<file path="src/rtl/midi_pkg.sv">
// Shared MIDI definitions: status byte constants, receive state encoding and
// the per-status data-byte count used by the input parser and seq_trigger.
package midi_pkg;

  localparam int unsigned BYTE_W = 8;

  localparam logic [7:0] NOTE_OFF   = 8'h80;
  localparam logic [7:0] NOTE_ON    = 8'h90;
  localparam logic [7:0] POLY_AT    = 8'hA0;
  localparam logic [7:0] CTRL_CHG   = 8'hB0;
  localparam logic [7:0] PROG_CHG   = 8'hC0;
  localparam logic [7:0] CHAN_AT    = 8'hD0;
  localparam logic [7:0] PITCH_BEND = 8'hE0;
  localparam logic [7:0] SYX_START  = 8'hF0;
  localparam logic [7:0] MTC_QF     = 8'hF1;
  localparam logic [7:0] SONG_POS   = 8'hF2;
  localparam logic [7:0] SONG_SEL   = 8'hF3;
  localparam logic [7:0] TUNE_REQ   = 8'hF6;
  localparam logic [7:0] SYX_END    = 8'hF7;
  localparam logic [7:0] RT_MIN     = 8'hF8;

  typedef enum logic [1:0] {
    ST_IDLE   = 2'd0,
    ST_CHAN   = 2'd1,
    ST_SYSEX  = 2'd2,
    ST_SYSCOM = 2'd3
  } midi_rx_state_t;

  // Number of data bytes following a status byte (0 for anything without data).
  function automatic logic [1:0] midi_data_len(input logic [7:0] status);
    logic [1:0] len;
    len = 2'd0;
    case (status[7:4])
      4'h8, 4'h9, 4'hA, 4'hB, 4'hE: len = 2'd2;
      4'hC, 4'hD:                   len = 2'd1;
      4'hF: begin
        case (status[3:0])
          4'h1, 4'h3: len = 2'd1;
          4'h2:       len = 2'd2;
          default:    len = 2'd0;
        endcase
      end
      default: len = 2'd0;
    endcase
    return len;
  endfunction

endpackage

</file>
<file path="src/rtl/midi_in_parser.sv">
// MIDI byte stream parser: running status tracking, message byte numbering,
// channel/SysEx qualification, and real-time byte split-off.
module midi_in_parser
  import midi_pkg::*;
#(
  parameter bit         OMNI       = 1'b0,
  parameter logic [7:0] SYX_NR_MAX = 8'hFF
) (
  input  logic              reg_clk,
  input  logic              reset_reg,
  input  logic              rx_valid,
  input  logic [BYTE_W-1:0] rx_byte,
  input  logic [3:0]        midi_ch,
  output logic              byteready,
  output logic [BYTE_W-1:0] midi_in_data,
  output logic [BYTE_W-1:0] midibyte_nr,
  output logic              is_cur_midi_ch,
  output logic              is_st_sysex,
  output logic              syx_end,
  output logic              rt_valid,
  output logic [BYTE_W-1:0] rt_byte,
  output logic              drop
);

  midi_rx_state_t    state_q, state_d;
  logic [BYTE_W-1:0] run_st_q, run_st_d;
  logic [BYTE_W-1:0] cnt_q, cnt_d;

  logic              byteready_d, syx_end_d, rt_valid_d, drop_d;
  logic [BYTE_W-1:0] data_d, nr_d, rt_byte_d;
  logic              cur_d, sysex_d;

  always_ff @(posedge reg_clk or posedge reset_reg) begin
    if (reset_reg) begin
      state_q  <= ST_IDLE;
      run_st_q <= '0;
      cnt_q    <= '0;
    end else begin
      state_q  <= state_d;
      run_st_q <= run_st_d;
      cnt_q    <= cnt_d;
    end
  end

  // Next state and next output values; outputs hold unless a byte updates them.
  always_comb begin
    state_d     = state_q;
    run_st_d    = run_st_q;
    cnt_d       = cnt_q;
    byteready_d = 1'b0;
    syx_end_d   = 1'b0;
    rt_valid_d  = 1'b0;
    drop_d      = 1'b0;
    data_d      = midi_in_data;
    nr_d        = midibyte_nr;
    cur_d       = is_cur_midi_ch;
    sysex_d     = is_st_sysex;
    rt_byte_d   = rt_byte;

    if (rx_valid) begin
      if (rx_byte >= RT_MIN) begin
        rt_valid_d = 1'b1;
        rt_byte_d  = rx_byte;
      end else if (rx_byte[7]) begin
        if (rx_byte == SYX_END) begin
          // A stray F7 outside SysEx is ignored entirely.
          if (state_q == ST_SYSEX) begin
            byteready_d = 1'b1;
            syx_end_d   = 1'b1;
            data_d      = rx_byte;
            nr_d        = '0;
            cur_d       = 1'b0;
            sysex_d     = 1'b1;
            state_d     = ST_IDLE;
            run_st_d    = '0;
            cnt_d       = '0;
          end
        end else begin
          syx_end_d = (state_q == ST_SYSEX);
          run_st_d  = '0;
          cnt_d     = '0;
          if (rx_byte < SYX_START) begin
            byteready_d = 1'b1;
            data_d      = rx_byte;
            nr_d        = '0;
            cur_d       = OMNI || (rx_byte[3:0] == midi_ch);
            sysex_d     = 1'b0;
            run_st_d    = rx_byte;
            state_d     = ST_CHAN;
          end else if (rx_byte == SYX_START) begin
            byteready_d = 1'b1;
            data_d      = rx_byte;
            nr_d        = '0;
            cur_d       = 1'b0;
            sysex_d     = 1'b1;
            state_d     = ST_SYSEX;
          end else begin
            // System common: cnt holds the number of data bytes still to swallow.
            cur_d   = 1'b0;
            sysex_d = 1'b0;
            cnt_d   = BYTE_W'(midi_data_len(rx_byte));
            state_d = (midi_data_len(rx_byte) != 2'd0) ? ST_SYSCOM : ST_IDLE;
          end
        end
      end else begin
        case (state_q)
          ST_CHAN: begin
            cnt_d       = (cnt_q >= BYTE_W'(midi_data_len(run_st_q))) ? BYTE_W'(1) : cnt_q + BYTE_W'(1);
            byteready_d = 1'b1;
            data_d      = rx_byte;
            nr_d        = cnt_d;
            cur_d       = OMNI || (run_st_q[3:0] == midi_ch);
            sysex_d     = 1'b0;
          end
          ST_SYSEX: begin
            cnt_d       = (cnt_q >= SYX_NR_MAX) ? cnt_q : cnt_q + BYTE_W'(1);
            byteready_d = 1'b1;
            data_d      = rx_byte;
            nr_d        = cnt_d;
            cur_d       = 1'b0;
            sysex_d     = 1'b1;
          end
          ST_SYSCOM: begin
            if (cnt_q <= BYTE_W'(1)) begin
              cnt_d   = '0;
              state_d = ST_IDLE;
            end else begin
              cnt_d = cnt_q - BYTE_W'(1);
            end
          end
          default: drop_d = 1'b1;
        endcase
      end
    end
  end

  always_ff @(posedge reg_clk or posedge reset_reg) begin
    if (reset_reg) begin
      byteready      <= 1'b0;
      midi_in_data   <= '0;
      midibyte_nr    <= '0;
      is_cur_midi_ch <= 1'b0;
      is_st_sysex    <= 1'b0;
      syx_end        <= 1'b0;
      rt_valid       <= 1'b0;
      rt_byte        <= '0;
      drop           <= 1'b0;
    end else begin
      byteready      <= byteready_d;
      midi_in_data   <= data_d;
      midibyte_nr    <= nr_d;
      is_cur_midi_ch <= cur_d;
      is_st_sysex    <= sysex_d;
      syx_end        <= syx_end_d;
      rt_valid       <= rt_valid_d;
      rt_byte        <= rt_byte_d;
      drop           <= drop_d;
    end
  end

endmodule

</file>
<file path="config.mk">
export PLATFORM = sky130hd
export DESIGN_NAME = midi_in_parser
export DESIGN_NICKNAME = d
export VERILOG_FILES = /design/src/rtl/midi_pkg.sv /design/src/rtl/midi_in_parser.sv
export SDC_FILE = /design/constraint.sdc
export NUM_CORES = 1
export LEC_CHECK = 0
export ABC_AREA = 0
export BUFFER_PORTS_ARGS = -buffer_cell sky130_fd_sc_hd__buf_4
export CAP_MARGIN = 10
export CORE_ASPECT_RATIO = 0.6
export CORE_UTILIZATION = 57
export CTS_CLUSTER_DIAMETER = 150
export DETAILED_ROUTE_END_ITERATION = 8
export PLACE_DENSITY = 0.8
export SYNTH_ARGS = -nofsm -noshare
export SYNTH_HDL_FRONTEND = slang
export SYNTH_SLANG_ARGS = --single-unit
</file>
<file path="constraint.sdc">
create_clock -name reg_clk -period 7.2 [get_ports reg_clk]
set_input_delay 0.72 -clock reg_clk [delete_from_list [all_inputs] [get_ports reg_clk]]
set_output_delay 0.72 -clock reg_clk [all_outputs]
set_load 0.005 [all_outputs]
</file>
Yosys cells after proc, flatten, opt, wreduce, memory -nomap -nowiden
Cells that the tools add are included.

Bits in registers: 48. Bits in latches: 0. Bits in writable memories: 0. ROM bits: 0. Logic and storage cells: 145. Memories kept: 0.

$add $sub $neg: 2. $mul: 0. Div/mod/pow operators: 0. Order comparisons: 5. Eq/ne operators: 32. Shifts and indexed selects: 0. Mux-type cells: 72. Bitwise logic cells: 1. Reduce and logical (&&, ||, !) cells: 21.

Operators by type and width (count): 2-to-1 mux 8 bit (18); equality test 4 bit, second input constant (16); 2-to-1 mux 2 bit (20); 2-to-1 mux 1 bit (26); one-hot mux 8 bit (3 select lines) (1); equality test 4 x 2 -> 1 bit, second input constant (4); equality test 8 bit, second input constant (2); >= comparator 8 bit, second input constant (2); one-hot mux 8 bit (2 select lines) (1); AND reduction 5 bit (3); one-hot mux 2 bit (3 select lines) (2); AND reduction 4 bit (3); OR reduction 2 bit (5); OR reduction 5 bit (2); adder 8 x 1 -> 8 bit, second input constant (1); equality test 4 x 1 -> 1 bit, second input constant (2); equality test 4 bit (2); >= comparator 8 x 2 -> 1 bit (1); <= comparator 8 x 1 -> 1 bit, second input constant (1); < comparator 8 bit, second input constant (1); one-hot mux 2 bit (2 select lines) (2); nonzero test 2 bit (4); subtractor 8 x 1 -> 8 bit, second input constant (1); equality test 2 bit, second input constant (2); 10 further kinds (11).

Longest topological paths before layout
Gate-level depths: netlist of the first run.

Depth after elaboration: 16. Gate-level depth with buffers: 10. Depth with buffers taken out: 10.

Least setup slack after synthesis of the first run
OpenSTA, ideal clock, no wires.

Path kind: register to register. From: register run_st_q[3]. To: register cnt_q[1]. Library setup time: 87 ps. Data arrival time: 2294 ps. Required time: 7113 ps. Setup slack: 4820 ps. Cell stages (with the launch flop): 10. Buffers on the path: 0. Cell sequence: dfrtp_1 > nor4b_1 > nand4_1 > a21boi_0 > ha_1 > nand2b_1 > a2111o_1 > o311ai_2 > a21oi_1 > o221ai_2.

Word-level cells in the longest chain between the ends: 12. Elaborated cells between the ends (all ways): 14. Those cells by class: 1 x order compare; 3 x eq/ne; 9 x mux; 1 x reduce/logical.

RTL lines: start, declared (RTL line midi_in_parser.sv:26) `logic [BYTE_W-1:0] run_st_q, run_st_d;`; start signal, assigned (RTL line midi_in_parser.sv:40) `run_st_q <= run_st_d;`; equality test 4 x 1 -> 1 bit or equality test 4 x 2 -> 1 bit (tied branches) (RTL line midi_pkg.sv:37) `case (status[3:0])`; OR reduction 2 bit (RTL line midi_pkg.sv:37); one-hot mux 2 bit (2 select lines) (*) (RTL line midi_pkg.sv:37); one-hot mux 2 bit (3 select lines) (*) (RTL line midi_pkg.sv:33) `case (status[7:4])`; 2-to-1 mux 2 bit (*) (RTL line midi_in_parser.sv:106) `case (state_q)`; 2-to-1 mux 2 bit (*) (RTL line midi_in_parser.sv:64) `end else if (rx_byte[7]) begin`; 2-to-1 mux 2 bit (*) (RTL line midi_in_parser.sv:61) `if (rx_byte >= RT_MIN) begin`; 2-to-1 mux 2 bit (*) (RTL line midi_in_parser.sv:60) `if (rx_valid) begin`; >= comparator 8 x 2 -> 1 bit (*) (RTL line midi_in_parser.sv:108) `cnt_d = (cnt_q >= BYTE_W'(midi_data_len(run_st_q))) ? BYTE_W'(1) : cnt_q + BYTE_W'(1);`; 2-to-1 mux 8 bit (*) (RTL line midi_in_parser.sv:108); one-hot mux 8 bit (3 select lines) (*) (RTL line midi_in_parser.sv:106); 2-to-1 mux 8 bit (*) (RTL line midi_in_parser.sv:64); end signal, assigned (RTL line midi_in_parser.sv:41) `cnt_q <= cnt_d;`; end, declared (RTL line midi_in_parser.sv:27) `logic [BYTE_W-1:0] cnt_q, cnt_d;`.

Every way passes the cells marked *; elsewhere a longest branch is shown, timed or not. The select of a mux whose other input is x is not followed. A chain may end at the register's enable or synchronous reset.

Worst setup path in the final report of the first run
Ends and elaborated chain as after synthesis.

==> results of run 1 <==
sequential cells by signal (all words and copies together) (netlist names):
register / flops
syx_end: 1
byteready: 1
state_q: 2
run_st_q: 8
rt_valid: 1
rt_byte: 8
is_cur_midi_ch: 1
midi_in_data: 8
is_st_sysex: 1
cnt_q: 8
midibyte_nr: 8
drop: 1
cell type report:
type	count	area, sq um
fill	360	1400
clock inverter	2	35.0
multi-input combinational	216	1430
tap	63	78.8
clock buffer	6	72.6
timing repair buffer	44	330
inverter	12	45.0
sequential	48	1200
kinds of logic (layout without fill, tap and decap cells):
family,after synthesis,count (layout),share of synthesized area (%)
AO/OA/AOI/OAI,87,87,21.6
AND/OR/NAND/NOR,99,99,18.6
buffers and inverters,27,64,4.20
XOR/XNOR,10,10,3.19
adder cells (fa/ha/maj),9,9,4.11
multiplexers,11,11,4.52
flip-flops,48,48,43.8
power by group through the flow:
stage	clock [W]	sequential [W]	combinational [W]
3_3_place_gp	0	0.000351	0.000225
5_1_grt	0.000209	0.000355	0.000257
6_report	0.000198	0.000350	0.000234
2_1_floorplan	0	0.000339	0.000151
3_5_place_dp	0	0.000353	0.000229
4_1_cts	0.000199	0.000348	0.000231
layer usage:
metal	global-route usage, %	up-vias
met2	38.9	142
met4	6.35	0
met3	9.97	8
met1	48.4	1174
li1	-	1153
met5	0	-
per-stage QoR:
stage	total power [W]	hold WS (ns)
final	0.000782	0.474
after global routing	0.000820	0.504
after floorplan	0.000491	0.439
after CTS	0.000778	0.480
after detailed placement	0.000582	0.458
after global placement	0.000576	0.454
Yosys cell counts (3+ instances only):
cell,n
a21oi_1,12
a22o_1,3
or3_1,3
or2_2,6
clkbuf_1,8
a2111oi_0,3
dfrtp_1,48
nor3_1,7
xor2_1,4
a211oi_1,3
xnor2_1,6
nor4_1,4
inv_1,11
nand2b_1,3
mux2_2,11
o21ai_0,26
ha_1,9
nor2_1,12
a31oi_1,6
nand2_1,31
nand3_1,15
buf_2,4
o31a_1,4
o22ai_1,4
nand4_1,6
a41oi_1,3
worst min-delay path by stage:
stage | start | to | slack [ns] | depth (start not counted)
global placement | rt_byte[7] | rt_byte[7] | 0.45 | 1
finish | rt_byte[6] | rt_byte[6] | 0.47 | 1
CTS | rt_byte[7] | rt_byte[7] | 0.48 | 1
global route | rt_byte[4] | rt_byte[4] | 0.50 | 1
floorplan | run_st_q[5] | run_st_q[5] | 0.44 | 2
detailed placement | rt_byte[7] | rt_byte[7] | 0.46 | 1
cells in the final DEF (no fill, tap or decap), types with 4 or more instances in the layout:
cell | synthesis | layout
dfrtp_1 | 48 | 48
buf_4 | 0 | 44
nand2_1 | 31 | 31
o21ai_0 | 26 | 26
nand3_1 | 15 | 15
nor2_1 | 12 | 12
a21oi_1 | 12 | 12
mux2_2 | 11 | 11
inv_1 | 11 | 10
ha_1 | 9 | 9
nor3_1 | 7 | 7
or2_2 | 6 | 6
a31oi_1 | 6 | 6
nand4_1 | 6 | 6
xnor2_1 | 6 | 6
clkbuf_8 | 0 | 5
o31a_1 | 4 | 4
xor2_1 | 4 | 4
nor4_1 | 4 | 4
o22ai_1 | 4 | 4
worst max-delay path: stages, from the launching register on:
cell and delay (ns):
dfrtp_1 0.42, nor4b_1 0.45, nand4_1 0.14, a21boi_0 0.22
ha_1 0.26, nand2b_1 0.15, a2111o_1 0.48, o311ai_2 0.25
a21oi_1 0.13, o221ai_2 0.14
==> results.sh, run 1 <==
export IMPL_status="completed"
export IMPL_drc=0
export IMPL_reg2reg_to="cnt_q[1]"
export IMPL_syn_num_nets=315
export IMPL_die_area_sq_mm=0.00510
export IMPL_finClkSkew_ns=0.00580
export IMPL_clkLatencyLatePin_ns=0.31
export IMPL_slew_violations=0
export IMPL_clockRootBuffer="clkbuf_8"
export IMPL_pwr_share_clk_pct=25.3
export IMPL_antenna_cells=0
export IMPL_synth_top_area_share_pct=43.8
export IMPL_stdcell_count=391
export IMPL_yosysWarningCount=0
export IMPL_async_reset_ff_share_pct=100
export IMPL_io_pins=45
export IMPL_antenna_found_initial=0
export IMPL_cts_tree="yes"
export IMPL_top_layer_used="met4"
export IMPL_final_net_count=351
export IMPL_area_growth_pct=16.3
export IMPL_fin_crit_ns=2.73
export IMPL_ir_drop_mv=0.173
export IMPL_utilization_pct=69.5
export IMPL_dr_pass1_iters=5
export IMPL_met1_length_microns=3430
export IMPL_met2WireLength_microns=2800
export IMPL_relSlewSlack_pct=24.6
export IMPL_synth_area_leaders="dfrtp_1 44%, o21ai_0 4.7%, mux2_2 4.5%"
export IMPL_crit_start="run_st_q[3]"
export IMPL_design_area_sq_mm=0.00319
export IMPL_fmax_mhz=367
export IMPL_grt_pass1_vias=2265
export IMPL_ys_types=58
export IMPL_met3_length_microns=886
export IMPL_path_clk_slew_ns=0.09
export IMPL_postCtsSetupBuffers=0
export IMPL_hold_path_class="register to register"
export IMPL_start_util_pct=59.8
export IMPL_arrival_ns=2.95
export IMPL_pre_cts_slack_ns=4.55
export IMPL_fin_crit_sh_pct=37.9
export IMPL_wl_per_cell_microns=18.4
export IMPL_routed_wl_microns=7180
export IMPL_worstPathRequired_ns=7.43
export IMPL_hold_violations=0
export IMPL_grt_setup_unrepaired="no"
export IMPL_cp_start_kind="register"
export IMPL_p_int_w=0.000521
export IMPL_reg2reg_from="run_st_q[3]"
export IMPL_htree_num_levels=2
export IMPL_finalSetupViolCount=0
export IMPL_cts_made_buffers=5
export IMPL_place_area_sq_mm=0.00308
export IMPL_portBuffers=44
export IMPL_ant_nets=0
export IMPL_grt_max_degree=49
export IMPL_synth_edff_count=0
export IMPL_yosysSeqAreaShare_pct=43.8
export IMPL_ys_flop_type="dfrtp_1"
export IMPL_worst_slack_ns=4.47
export IMPL_reg2reg_slack_ns=4.47
export IMPL_cts_sinks=48
export IMPL_grt_ovfl_total=0
export IMPL_pwr_share_seq_pct=44.7
export IMPL_hpwl_microns=5360
export IMPL_grt_pass1_wl_microns=11800
export IMPL_crit_path_end_kind="register"
export IMPL_finalSetupTns_ns=0
export IMPL_crit_end="cnt_q[1]"
export IMPL_powerDensity_mw_per_mm2=245
export IMPL_synth_seq_cells=48
export IMPL_coreArea_sq_mm=0.00459
export IMPL_ctsResizeCount=0
export IMPL_p_sw_share_pct=33.4
export IMPL_globalRouteTotalUtil_pct=30.3
export IMPL_drive_above_1_share_pct=23.5
export IMPL_synth_largest_area_cell="dfrtp_1"
export IMPL_dp_cells=383
export IMPL_netlist_instances=291
export IMPL_p_sw_w=0.000261
export IMPL_avgSynthCellArea_sq_um=9.42
export IMPL_clockBufferDepth=2
export IMPL_synthesis_area_sq_mm=0.00274
export IMPL_gp_congestion=0.930
export IMPL_rows=19
export IMPL_drt_iter0_markers=296
export IMPL_dieWidth_microns=91.6
export IMPL_p_leak_nw=1.38
export IMPL_viasPerCell=6.34
export IMPL_tightest_slew_ns=1.12
export IMPL_hold_buffers=0
export IMPL_combPwrFrac_pct=30.0
export IMPL_cp_max_fo=4
export IMPL_die_h_microns=55.7
export IMPL_drv_cap=0
export IMPL_num_vias=2477
export IMPL_crit_type="register to register"
export IMPL_worstRegToRegCells=9
(Power assumes the default switching activity.)
==> run 2: changes to the inputs <==
- CORE_UTILIZATION: 57 -> 56
- PLACE_DENSITY: 0.8 -> 0.79
- clock period: 7.2 -> 2.8 ns (I/O delays scaled with it)
==> run 2 against run 1 <==
  * Register-to-register slack lost 4.2 ns
  * Hold slack lost 0.27 ns
  * Clock-buffer cell count unchanged
  * Via count rose by 4.7%
  * Setup slack got worse by 4.2 ns
  * Sequential power up 150%
  * Critical path depth unchanged
  * Power increased to 2.6 times the previous value
==> results.sh, run 2 (synthesis gave the netlist of run 1 again) <==
export IMPL_rows=19
export IMPL_drive_above_1_share_pct=25.9
export IMPL_postCtsSetupBuffers=0
export IMPL_fin_crit_sh_pct=90.6
export IMPL_reg2reg_to="cnt_q[1]"
export IMPL_hold_path_class="input port to asynchronous set/reset pin"
export IMPL_pre_cts_slack_ns=0.231
export IMPL_clockBufferDepth=2
export IMPL_crit_type="register to register"
export IMPL_grt_pass1_vias=2337
export IMPL_cp_start_kind="register"
export IMPL_crit_end="cnt_q[1]"
export IMPL_worstRegToRegCells=9
export IMPL_cts_made_buffers=5
export IMPL_hpwl_microns=5360
export IMPL_tightest_slew_ns=0.984
export IMPL_coreArea_sq_mm=0.00464
export IMPL_cpMaxStageDelayCell="a2111o_1"
export IMPL_antenna_cells=0
export IMPL_wl_per_cell_microns=18.6
export IMPL_num_vias=2593
export IMPL_hold_buffers=0
export IMPL_grt_ovfl_total=0
export IMPL_portBuffers=44
export IMPL_gp_congestion=0.950
export IMPL_cp_max_fo=4
export IMPL_worst_path_stages=9
export IMPL_htree_num_levels=2
export IMPL_reg2reg_from="run_st_q[3]"
export IMPL_drt_iter0_markers=491
export IMPL_relSlewSlack_pct=34.3
export IMPL_drc=0
export IMPL_area_growth_pct=19.3
export IMPL_ant_nets=0
export IMPL_fin_crit_ns=2.54
export IMPL_clkLatencyLatePin_ns=0.30
export IMPL_finalSetupTns_ns=0
export IMPL_p_leak_nw=1.43
export IMPL_ir_drop_mv=0.391
export IMPL_grt_max_degree=49
export IMPL_layout_common_cells="52 x buf_4, 48 x dfrtp_1, 31 x nand2_1, 26 x o21ai_0, 15 x nand3_1"
export IMPL_grt_setup_unrepaired="no"
export IMPL_crit_start="run_st_q[3]"
export IMPL_status="completed"
export IMPL_dr_pass1_iters=5
export IMPL_io_pins=45
export IMPL_dieWidth_microns=92.3
export IMPL_total_power_w=0.00207
export IMPL_arrival_ns=2.75
export IMPL_cts_tree="yes"
export IMPL_antenna_found_initial=0
export IMPL_cts_sinks=48
export IMPL_powerDensity_mw_per_mm2=631
export IMPL_clockRootBuffer="clkbuf_8"
export IMPL_routed_wl_microns=7420
export IMPL_final_net_count=359
export IMPL_grt_pass1_wl_microns=11800
export IMPL_fmax_mhz=394
export IMPL_ctsResizeCount=0
export IMPL_crit_path_end_kind="register"
export IMPL_worstPathRequired_ns=3.02
export IMPL_max_stage_delay_ns=0.51
export IMPL_start_util_pct=59.2
export IMPL_finalSetupViolCount=0
export IMPL_viasPerCell=6.50
export IMPL_worst_slack_ns=0.263
export IMPL_slew_violations=0
export IMPL_globalRouteTotalUtil_pct=29.9
export IMPL_hold_violations=0
export IMPL_finClkSkew_ns=0.00779
export IMPL_crit_family="compound AO/OA/AOI/OAI gates"
export IMPL_final_common_cell="buf_4"
export IMPL_die_area_sq_mm=0.00519
export IMPL_die_h_microns=56.2
export IMPL_crit_buf_inv=0
export IMPL_path_cells="nor4b_2 > nand4_1 > a21boi_0 > ha_1 > nand2b_1 > a2111o_1 > o311ai_2 > a21oi_1 > o221ai_2"
export IMPL_path_clk_slew_ns=0.10
export IMPL_reg2reg_slack_ns=0.26
export IMPL_drv_cap=0
run 2: worst min-delay path by stage:
stage	from	endpoint	cells after the start
2_1_floorplan	rx_byte[4]	run_st_q[4]	2
3_3_place_gp	rt_byte[5]	rt_byte[5]	1
3_5_place_dp	rt_byte[7]	rt_byte[7]	1
4_1_cts	rx_byte[5]	run_st_q[5]	3
5_1_grt	rx_byte[6]	midi_in_data[6]	2
6_report	reset_reg	midibyte_nr[1]	2
run 2: report_power, final:
part,switching [W],internal [W]
Clock,0.000243,0.000292
Combinational,0.000361,0.000306
Sequential,0.0000715,0.000791
Total,0.000676,0.00139
run 2: routing by layer:
layer / global-route usage [%] / part of all wire (%) / vias to the layer above / wire length (microns)
met3: 9.29 / 14 / 10 / 1020
met1: 48.3 / 45 / 1235 / 3320
met5: 0 / 0 / - / 0
met2: 38.5 / 41 / 179 / 3020
li1: - / - / 1169 / -
met4: 5.80 / 0.90 / 0 / 67
run 2: area by class of cell:
type,instances,area (sq um)
clock buffer,6,82.6
clock inverter,2,38.8
multi-input combinational,216,1430
timing repair buffer,52,390
inverter,12,45.0
tap,63,78.8
fill,347,1370
sequential,48,1200
run 2: stage by stage:
| step | cells | hold WS (ns) | utilization, % | instance area (sq um) |
|---|---|---|---|---|
| final | 399 | 0.207 | 70.6 | 3270 |
| after global placement | 391 | 0.453 | 67.8 | 3140 |
| after global routing | 399 | 0.225 | 70.6 | 3270 |
| after detailed placement | 391 | 0.455 | 67.8 | 3140 |
| after CTS | 399 | 0.223 | 70.4 | 3260 |
| after floorplan | 291 | 0.413 | - | 2740 |
